**config.mk**
```make
export PLATFORM = sky130hd
export DESIGN_NAME = sj_rx_frame_fetch
export DESIGN_NICKNAME = d
export VERILOG_FILES = /design/src/rtl/sj_regs_pkg.sv /design/src/rtl/sj_bus_req.sv /design/src/rtl/sj_rx_frame_fetch.sv
export SDC_FILE = /design/constraint.sdc
export NUM_CORES = 1
export LEC_CHECK = 0
export CORE_MARGIN = 3
export CORE_UTILIZATION = 48
export CTS_CLUSTER_DIAMETER = 200
export DETAILED_ROUTE_END_ITERATION = 16
export HOLD_SLACK_MARGIN = 0.08
export PLACE_DENSITY_LB_ADDON = 0.1
export SYNTH_ARGS = -nofsm -noshare
export SYNTH_HDL_FRONTEND = slang
export SYNTH_SLANG_ARGS = --single-unit
```
**constraint.sdc**
```tcl
create_clock -name clk -period 3.1 [get_ports clk]
set_clock_uncertainty 0.1 [all_clocks]
set_input_delay 0.62 -clock clk [delete_from_list [all_inputs] [get_ports clk]]
set_output_delay 0.62 -clock clk [all_outputs]
set_load 0.005 [all_outputs]
```
**src/rtl/sj_regs_pkg.sv**
```systemverilog
`default_nettype none
// ============================================================================
// Module  : sj_regs_pkg
// Purpose : Shared SJA1000 (PeliCAN) register map, command/status bit
//           definitions, receive-sequencer state encoding and small helpers
//           used by the RX frame fetch logic.
// Ports   : none (package)
// Revision: 1.0 - initial release
// ============================================================================
package sj_regs_pkg;

    // Register addresses
    localparam logic [7:0] SJ_ADDR_CMR   = 8'd1;
    localparam logic [7:0] SJ_ADDR_SR    = 8'd2;
    localparam logic [7:0] SJ_ADDR_RXBUF = 8'd16;

    // Command register: release receive buffer
    localparam logic [7:0] SJ_CMR_RRB    = 8'h04;
    // Status register: receive buffer status bit
    localparam int         SJ_SR_RBS_BIT = 0;

    // Receive sequencer state encoding
    typedef logic [3:0] sj_state_t;
    localparam sj_state_t S_IDLE      = 4'd0;
    localparam sj_state_t S_SR_REQ    = 4'd1;
    localparam sj_state_t S_SR_WAIT   = 4'd2;
    localparam sj_state_t S_INFO_REQ  = 4'd3;
    localparam sj_state_t S_INFO_WAIT = 4'd4;
    localparam sj_state_t S_BYTE_REQ  = 4'd5;
    localparam sj_state_t S_BYTE_WAIT = 4'd6;
    localparam sj_state_t S_REL_REQ   = 4'd7;
    localparam sj_state_t S_REL_WAIT  = 4'd8;
    localparam sj_state_t S_DONE      = 4'd9;

    // Number of RX-buffer bytes following the frame-info byte:
    // ID bytes (2 or 4) plus data bytes (none for RTR, DLC capped at 8).
    function automatic logic [3:0] sj_rx_nbytes(input logic       ide,
                                                input logic       rtr,
                                                input logic [3:0] dlc);
        logic [3:0] n_data;
        n_data = rtr ? 4'd0 : ((dlc > 4'd8) ? 4'd8 : dlc);
        return (ide ? 4'd4 : 4'd2) + n_data;
    endfunction

    // idb holds the first four ID bytes, first received byte in [31:24].
    function automatic logic [28:0] sj_pack_id(input logic        ide,
                                               input logic [31:0] idb);
        return ide ? idb[31:3] : {18'd0, idb[31:21]};
    endfunction

endpackage
`default_nettype wire

```
**src/rtl/sj_bus_req.sv**
```systemverilog
`default_nettype none
// ============================================================================
// Module  : sj_bus_req
// Purpose : Request-pulse / wait-for-finish helper shared by the read and
//           write paths of the SJA1000 receive sequencer. Registers the
//           one-cycle read_en/write_en pulse, holds addr/wr_data until the
//           next request, and reports completion (and optionally timeout).
// Ports   : clk, rst_n              - clock, async active-low reset
//           req_rd / req_wr         - issue request next cycle (one-cycle)
//           req_addr / req_wdata    - address / write data of the request
//           in_wait                 - sequencer is waiting for completion
//           read/write_finish_flag  - completion pulses from bus stages
//           read_en / write_en      - request pulses to bus stages
//           addr / wr_data          - held bus address / write data
//           done / timeout          - completion / abort indications
// Config  : SJ_RX_TIMEOUT_EN - enables the TIMEOUT_CYC wait counter
// Revision: 1.0 - initial release
// ============================================================================
module sj_bus_req #(
    parameter int TIMEOUT_CYC = 64
) (
    input  logic       clk,
    input  logic       rst_n,
    input  logic       req_rd,
    input  logic       req_wr,
    input  logic [7:0] req_addr,
    input  logic [7:0] req_wdata,
    input  logic       in_wait,
    input  logic       read_finish_flag,
    input  logic       write_finish_flag,
    output logic       read_en,
    output logic       write_en,
    output logic [7:0] addr,
    output logic [7:0] wr_data,
    output logic       done,
    output logic       timeout
);

    logic       read_en_q,  read_en_d;
    logic       write_en_q, write_en_d;
    logic [7:0] addr_q,     addr_d;
    logic [7:0] wr_data_q,  wr_data_d;
    logic       pend_wr_q,  pend_wr_d;

    always_comb begin
        read_en_d  = req_rd;
        // Read wins if both are ever raised, so the pulses stay exclusive.
        write_en_d = req_wr & ~req_rd;
        addr_d     = addr_q;
        wr_data_d  = wr_data_q;
        pend_wr_d  = pend_wr_q;
        if (req_rd | req_wr) begin
            addr_d    = req_addr;
            wr_data_d = req_wdata;
            pend_wr_d = ~req_rd;
        end
    end

    always_ff @(posedge clk or negedge rst_n) begin
        if (!rst_n) begin
            read_en_q  <= 1'b0;
            write_en_q <= 1'b0;
            addr_q     <= 8'd0;
            wr_data_q  <= 8'd0;
            pend_wr_q  <= 1'b0;
        end else begin
            read_en_q  <= read_en_d;
            write_en_q <= write_en_d;
            addr_q     <= addr_d;
            wr_data_q  <= wr_data_d;
            pend_wr_q  <= pend_wr_d;
        end
    end

    assign read_en  = read_en_q;
    assign write_en = write_en_q;
    assign addr     = addr_q;
    assign wr_data  = wr_data_q;

    // Only the finish flag of the outstanding transaction type counts.
    assign done = in_wait & (pend_wr_q ? write_finish_flag : read_finish_flag);

`ifdef SJ_RX_TIMEOUT_EN
    localparam int             CW      = $clog2(TIMEOUT_CYC + 1);
    localparam logic [CW-1:0]  c_limit = CW'(TIMEOUT_CYC - 1);

    logic [CW-1:0] wait_cnt_q, wait_cnt_d;

    always_comb begin
        wait_cnt_d = in_wait ? (wait_cnt_q + CW'(1)) : '0;
    end

    always_ff @(posedge clk or negedge rst_n) begin
        if (!rst_n) begin
            wait_cnt_q <= '0;
        end else begin
            wait_cnt_q <= wait_cnt_d;
        end
    end

    // A finish flag arriving on the limit cycle still counts as success.
    assign timeout = in_wait & ~done & (wait_cnt_q == c_limit);
`else
    assign timeout = 1'b0;

    // No wait counter in this build; TIMEOUT_CYC only needs to be sane.
    if (TIMEOUT_CYC < 1) begin : g_timeout_cfg_invalid
    end
`endif

endmodule
`default_nettype wire

```
**src/rtl/sj_rx_frame_fetch.sv**
```systemverilog
`default_nettype none
// ============================================================================
// Module  : sj_rx_frame_fetch
// Purpose : SJA1000 (PeliCAN) receive-frame sequencer. Polls SR, reads the
//           RX buffer window (info + ID + data bytes), releases the buffer
//           via CMR.RRB and presents one assembled frame.
// Ports   : clk, rst_n                    - clock, async active-low reset
//           poll_en                       - polling enable (sampled in idle)
//           read_en, write_en, addr,
//           wr_data                       - parallel-bus request side
//           rd_data, read_finish_flag,
//           write_finish_flag             - parallel-bus completion side
//           frame_valid, frame_ide, frame_rtr, frame_id, frame_dlc,
//           frame_data                    - assembled frame output
//           bus_err                       - timeout abort pulse
// Config  : SJ_RX_TIMEOUT_EN - abort a bus wait after TIMEOUT_CYC cycles
// Revision: 1.0 - initial release
// ============================================================================
module sj_rx_frame_fetch
    import sj_regs_pkg::*;
#(
    parameter int POLL_DIV    = 3000,
    parameter int TIMEOUT_CYC = 64
) (
    input  logic        clk,
    input  logic        rst_n,
    input  logic        poll_en,
    output logic        read_en,
    output logic        write_en,
    output logic [7:0]  addr,
    output logic [7:0]  wr_data,
    input  logic [7:0]  rd_data,
    input  logic        read_finish_flag,
    input  logic        write_finish_flag,
    output logic        frame_valid,
    output logic        frame_ide,
    output logic        frame_rtr,
    output logic [28:0] frame_id,
    output logic [3:0]  frame_dlc,
    output logic [63:0] frame_data,
    output logic        bus_err
);

    localparam int            PW          = (POLL_DIV > 1) ? $clog2(POLL_DIV) : 1;
    localparam logic [PW-1:0] c_poll_last = PW'(POLL_DIV - 1);

    sj_state_t     state_q,       state_d;
    logic [PW-1:0] poll_cnt_q,    poll_cnt_d;
    logic [3:0]    idx_q,         idx_d;
    logic [3:0]    nbytes_q,      nbytes_d;
    logic          ide_q,         ide_d;
    logic          rtr_q,         rtr_d;
    logic [3:0]    dlc_q,         dlc_d;
    logic [95:0]   rx_q,          rx_d;      // byte k of the window at [8k+:8]
    logic          frame_valid_q, frame_valid_d;
    logic          frame_ide_q,   frame_ide_d;
    logic          frame_rtr_q,   frame_rtr_d;
    logic [28:0]   frame_id_q,    frame_id_d;
    logic [3:0]    frame_dlc_q,   frame_dlc_d;
    logic [63:0]   frame_data_q,  frame_data_d;
    logic          bus_err_q,     bus_err_d;

    logic          req_rd, req_wr, in_wait, done, timeout;
    logic [7:0]    req_addr, req_wdata;

    always_comb begin
        state_d       = state_q;
        poll_cnt_d    = poll_cnt_q;
        idx_d         = idx_q;
        nbytes_d      = nbytes_q;
        ide_d         = ide_q;
        rtr_d         = rtr_q;
        dlc_d         = dlc_q;
        rx_d          = rx_q;
        frame_valid_d = 1'b0;
        frame_ide_d   = frame_ide_q;
        frame_rtr_d   = frame_rtr_q;
        frame_id_d    = frame_id_q;
        frame_dlc_d   = frame_dlc_q;
        frame_data_d  = frame_data_q;
        bus_err_d     = timeout;

        case (state_q)
            S_IDLE: begin
                if (!poll_en) begin
                    poll_cnt_d = '0;
                end else if (poll_cnt_q == c_poll_last) begin
                    poll_cnt_d = '0;
                    state_d    = S_SR_REQ;
                end else begin
                    poll_cnt_d = poll_cnt_q + PW'(1);
                end
            end
            S_SR_REQ:   state_d = S_SR_WAIT;
            S_SR_WAIT: begin
                if (done) begin
                    state_d = rd_data[SJ_SR_RBS_BIT] ? S_INFO_REQ : S_IDLE;
                end else if (timeout) begin
                    state_d = S_IDLE;
                end
            end
            S_INFO_REQ: state_d = S_INFO_WAIT;
            S_INFO_WAIT: begin
                if (done) begin
                    ide_d    = rd_data[7];
                    rtr_d    = rd_data[6];
                    dlc_d    = rd_data[3:0];
                    nbytes_d = sj_rx_nbytes(rd_data[7], rd_data[6], rd_data[3:0]);
                    rx_d     = '0;
                    idx_d    = '0;
                    state_d  = S_BYTE_REQ;
                end else if (timeout) begin
                    state_d = S_IDLE;
                end
            end
            S_BYTE_REQ: state_d = S_BYTE_WAIT;
            S_BYTE_WAIT: begin
                if (done) begin
                    for (int i = 0; i < 12; i++) begin
                        if (idx_q == 4'(i)) begin
                            rx_d[i*8 +: 8] = rd_data;
                        end
                    end
                    idx_d   = idx_q + 4'd1;
                    state_d = (idx_q + 4'd1 == nbytes_q) ? S_REL_REQ : S_BYTE_REQ;
                end else if (timeout) begin
                    state_d = S_IDLE;
                end
            end
            S_REL_REQ:  state_d = S_REL_WAIT;
            S_REL_WAIT: begin
                if (done) begin
                    frame_valid_d = 1'b1;
                    frame_ide_d   = ide_q;
                    frame_rtr_d   = rtr_q;
                    frame_dlc_d   = dlc_q;
                    frame_id_d    = sj_pack_id(ide_q, {rx_q[7:0], rx_q[15:8],
                                                       rx_q[23:16], rx_q[31:24]});
                    // Unread bytes were cleared at the info stage, so the
                    // window slice is already zero-padded.
                    frame_data_d  = ide_q ? rx_q[95:32] : rx_q[79:16];
                    state_d       = S_DONE;
                end else if (timeout) begin
                    state_d = S_IDLE;
                end
            end
            S_DONE:     state_d = S_IDLE;
            default:    state_d = S_IDLE;
        endcase

        // Request pulses are registered in sj_bus_req, so they are raised
        // from the next state and appear exactly while in a *_REQ state.
        req_rd    = 1'b0;
        req_wr    = 1'b0;
        req_addr  = 8'd0;
        req_wdata = 8'd0;
        case (state_d)
            S_SR_REQ: begin
                req_rd   = 1'b1;
                req_addr = SJ_ADDR_SR;
            end
            S_INFO_REQ: begin
                req_rd   = 1'b1;
                req_addr = SJ_ADDR_RXBUF;
            end
            S_BYTE_REQ: begin
                req_rd   = 1'b1;
                req_addr = SJ_ADDR_RXBUF + 8'd1 + {4'd0, idx_d};
            end
            S_REL_REQ: begin
                req_wr    = 1'b1;
                req_addr  = SJ_ADDR_CMR;
                req_wdata = SJ_CMR_RRB;
            end
            default: ;
        endcase

        in_wait = (state_q == S_SR_WAIT)   || (state_q == S_INFO_WAIT) ||
                  (state_q == S_BYTE_WAIT) || (state_q == S_REL_WAIT);
    end

    always_ff @(posedge clk or negedge rst_n) begin
        if (!rst_n) begin
            state_q       <= S_IDLE;
            poll_cnt_q    <= '0;
            idx_q         <= '0;
            nbytes_q      <= '0;
            ide_q         <= 1'b0;
            rtr_q         <= 1'b0;
            dlc_q         <= '0;
            rx_q          <= '0;
            frame_valid_q <= 1'b0;
            frame_ide_q   <= 1'b0;
            frame_rtr_q   <= 1'b0;
            frame_id_q    <= '0;
            frame_dlc_q   <= '0;
            frame_data_q  <= '0;
            bus_err_q     <= 1'b0;
        end else begin
            state_q       <= state_d;
            poll_cnt_q    <= poll_cnt_d;
            idx_q         <= idx_d;
            nbytes_q      <= nbytes_d;
            ide_q         <= ide_d;
            rtr_q         <= rtr_d;
            dlc_q         <= dlc_d;
            rx_q          <= rx_d;
            frame_valid_q <= frame_valid_d;
            frame_ide_q   <= frame_ide_d;
            frame_rtr_q   <= frame_rtr_d;
            frame_id_q    <= frame_id_d;
            frame_dlc_q   <= frame_dlc_d;
            frame_data_q  <= frame_data_d;
            bus_err_q     <= bus_err_d;
        end
    end

    sj_bus_req #(
        .TIMEOUT_CYC (TIMEOUT_CYC)
    ) u_bus_req (
        .clk               (clk),
        .rst_n             (rst_n),
        .req_rd            (req_rd),
        .req_wr            (req_wr),
        .req_addr          (req_addr),
        .req_wdata         (req_wdata),
        .in_wait           (in_wait),
        .read_finish_flag  (read_finish_flag),
        .write_finish_flag (write_finish_flag),
        .read_en           (read_en),
        .write_en          (write_en),
        .addr              (addr),
        .wr_data           (wr_data),
        .done              (done),
        .timeout           (timeout)
    );

    assign frame_valid = frame_valid_q;
    assign frame_ide   = frame_ide_q;
    assign frame_rtr   = frame_rtr_q;
    assign frame_id    = frame_id_q;
    assign frame_dlc   = frame_dlc_q;
    assign frame_data  = frame_data_q;
    assign bus_err     = bus_err_q;

endmodule
`default_nettype wire

```
==> impl_metrics.tcl <==
set metrics [dict create \
    status "finished, final reports clean" \
    drt-total-wl_um 24800 \
    dp_hpwl_um 17400 \
    cts.clk_slew.worst_paths_ns 0.06 \
    rows 53 \
    r2r_end "u_bus_req.addr[1]" \
    drc 0 \
    cts_sinks 236 \
    grt_max_degree 75 \
    area_growth_pct 22.6 \
    antenna_left 0 \
    netlist_instances 934 \
    num-fill-cells 1790 \
    die_height_um 154 \
    wl_per_cell_um 18.4 \
    synth_edf_count 0 \
    cts_tree "done" \
    p_int_mw 7.09 \
    seqPwrFrac_pct 44.5 \
    die_area_um2 23600 \
    power.switching_mw 3.56 \
    multi_input_area_um2 4210 \
    yosys_warnings 0 \
    vias 7167 \
    drtIter0Drc 317 \
    drt-vias-per-instance 5.32 \
    synth_cell_types 67 \
    io_pins 132 \
    rsz0062_at_grt "no" \
    total_power_mw 10.6 \
    dr.pass1.iters 5 \
    gp_congestion 0.819 \
    io_buffers 121 \
    synth.top_cells.by_count "dfrtp_1, nand2_1, o21ai_0" \
    required_ns 3.41 \
    end_kind "flop" \
    synthArstFlopShare_pct 100 \
    r2r_cells 10 \
    comb_power_share_pct 29.9 \
    fin_area_um2 12800 \
    fmax_mhz 386 \
    ys_ff_latch 236 \
    worst_hold_slack_ns 0.362 \
    worstPathArrival_ns 2.90 \
    drive_gt1_share_pct 15.3 \
    core_um2 21200 \
    ff_latch_area_um2 5910 \
    worstSetupStartpointType "input pin" \
    numCtsBuffers 25 \
    slew_viol_final 0 \
    fin_crit_sh_pct 83.7 \
    crit_type "input pin to flop" \
    synth_top_cell_by_area "dfrtp_1" \
    p_leak_nw 5.94 \
    fin_crit_ns 2.59 \
    netSwitchingFraction_pct 33.4 \
    synth_top_area_share_pct 56.5 \
    clk_path_buf_depth 3 \
    post_cts_buffers 0 \
    cts_resized 0 \
    vdd_drop_max_uv 422 \
    start_util_pct 49.3 \
    worst_pin_slew_ns 0.959 \
    crit_path_max_fanout 2 \
    setup_viol 0 \
    cap_violations 0 \
    clk_latency_ns 0.52 \
    hold_viol_final 0 \
    p_clk_share_pct 25.7 \
    synth_area_leaders "dfrtp_1, mux2_2, mux2i_1" \
    fin_nets 1080 \
    antenna_found_initial 0 \
    r2r-start "state_q[2]" \
    power_density_nw_per_um2 831 \
    min_path_cells 2 \
    r2r_setup_slack_ns 0.55 \
    syn_area_um2 10500 \
    yosysMostFrequentCell "dfrtp_1" \
    yosysSeqAreaShare_pct 56.5 \
    root_buffer "clkbuf_16" \
    syn_avg_cell_area_um2 11.2 \
    grtUsageTotal_pct 21.2 \
    grt_pass1_wl_um 40400 \
    slew_headroom_pct 35.9 \
    h-tree-depth 1 \
    worstHoldStart "frame_id[26]" \
    postPlaceCellArea_um2 12100 \
    die_w_um 154 \
    n_antenna_cell 0 \
    grt_overflow 0 \
    grt_pass1_vias 7154 \
    cts_hold_buf 1 \
    ys.flop_type "dfrtp_1" \
    min_path_type "flop to flop" \
    whs_endpoint "frame_id[26]" \
]
[worst max-delay path: stages]
cell	delay, ns
clkdlybuf4s50_1	0.47
mux2i_1	0.12
nor4b_2	0.32
inv_1	0.07
ha_1	0.28
mux2i_1	0.06
a21oi_1	0.20
inv_1	0.08
ha_1	0.28
a21o_1	0.15
a32o_1	0.24
[metrics by stage]
step / setup TNS, ns / utilization [%] / setup WS, ns / cells
2_1_floorplan: 0 / - / 0.408 / 943
3_3_place_gp: 0 / 56.9 / 0.0397 / 1305
3_5_place_dp: -0.0420 / 56.9 / -0.0420 / 1305
4_1_cts: 0 / 60.4 / 0.497 / 1347
5_1_grt: 0 / 60.4 / 0.267 / 1347
6_report: 0 / 60.4 / 0.506 / 1347
[cell type report]
class | count | area share [%]
Clock inverter | 6 | 0.264
Tap cell | 275 | 2.68
Sequential cell | 236 | 46.1
Timing Repair Buffer | 153 | 12.2
Inverter | 15 | 0.439
Multi-Input combinational cell | 627 | 32.9
Clock buffer | 35 | 5.49
[worst max-delay path by stage]
stage | from | endpoint | slack, ns | cells past startpoint
floorplan | write_finish_flag | u_bus_req.addr[1] | 0.41 | 10
global placement | write_finish_flag | u_bus_req.addr[1] | 0.04 | 11
detailed placement | write_finish_flag | u_bus_req.addr[1] | -0.04 | 11
CTS | write_finish_flag | u_bus_req.addr[1] | 0.50 | 11
global route | state_q[2] | u_bus_req.addr[1] | 0.27 | 10
finish | write_finish_flag | u_bus_req.addr[1] | 0.51 | 11
[cells in the final DEF, fill, tap and decap left out, types with 5 or more instances in the layout]
cell,n
ha_1,8
nand3_1,24
xnor2_1,7
o21ai_1,9
dfrtp_1,235
buf_4,23
clkbuf_1,6
and2_0,6
nor2_1,16
buf_12,8
nor2_4,7
conb_1,10
mux2i_1,77
clkinv_2,5
nor2b_1,6
xor2_1,5
mux2_1,9
inv_1,14
nand2_1,182
clkdlybuf4s50_1,120
mux2_2,72
o21ai_0,108
clkbuf_16,25
a21oi_1,16
[per-layer routing]
metal / up-vias / share of wire [%] / global-route usage (%)
met3: 41 / 3.7 / 2.65
met4: 0 / 2.2 / 5.26
li1: 3434 / - / -
met1: 3551 / 48 / 31.7
met2: 141 / 46 / 33.2
met5: - / 0 / 0
[registers in the layout, indices dropped and copies added (netlist names), 4 cells and up]
signal	cells
dlc_q	4
nbytes_q	4
frame_data	64
frame_id	29
poll_cnt_q	12
u_bus_req.addr	6
idx_q	4
rx_q	96
state_q	4
frame_dlc	4
[power groups by stage]
| stage | clock (mW) | combinational, mW | sequential (mW) |
|---|---|---|---|
| after CTS | 2.79 | 3.22 | 4.73 |
| final | 2.74 | 3.18 | 4.73 |
| after global routing | 2.93 | 3.52 | 4.84 |
| after floorplan | 0 | 2.28 | 4.34 |
| after global placement | 0 | 3.14 | 4.76 |
| after detailed placement | 0 | 3.20 | 4.78 |
[logic make-up after synthesis]
| kind of cell | share of synthesized area, % |
|---|---|
| AO/OA/AOI/OAI | 8.82 |
| XOR/XNOR | 1.01 |
| adder cells (fa/ha/maj) | 1.24 |
| buffers and inverters | 3.69 |
| flip-flops | 56.5 |
| multiplexers | 16.1 |
| other | 0.0359 |
| AND/OR/NAND/NOR | 12.6 |
(Power assumes the default switching activity.)
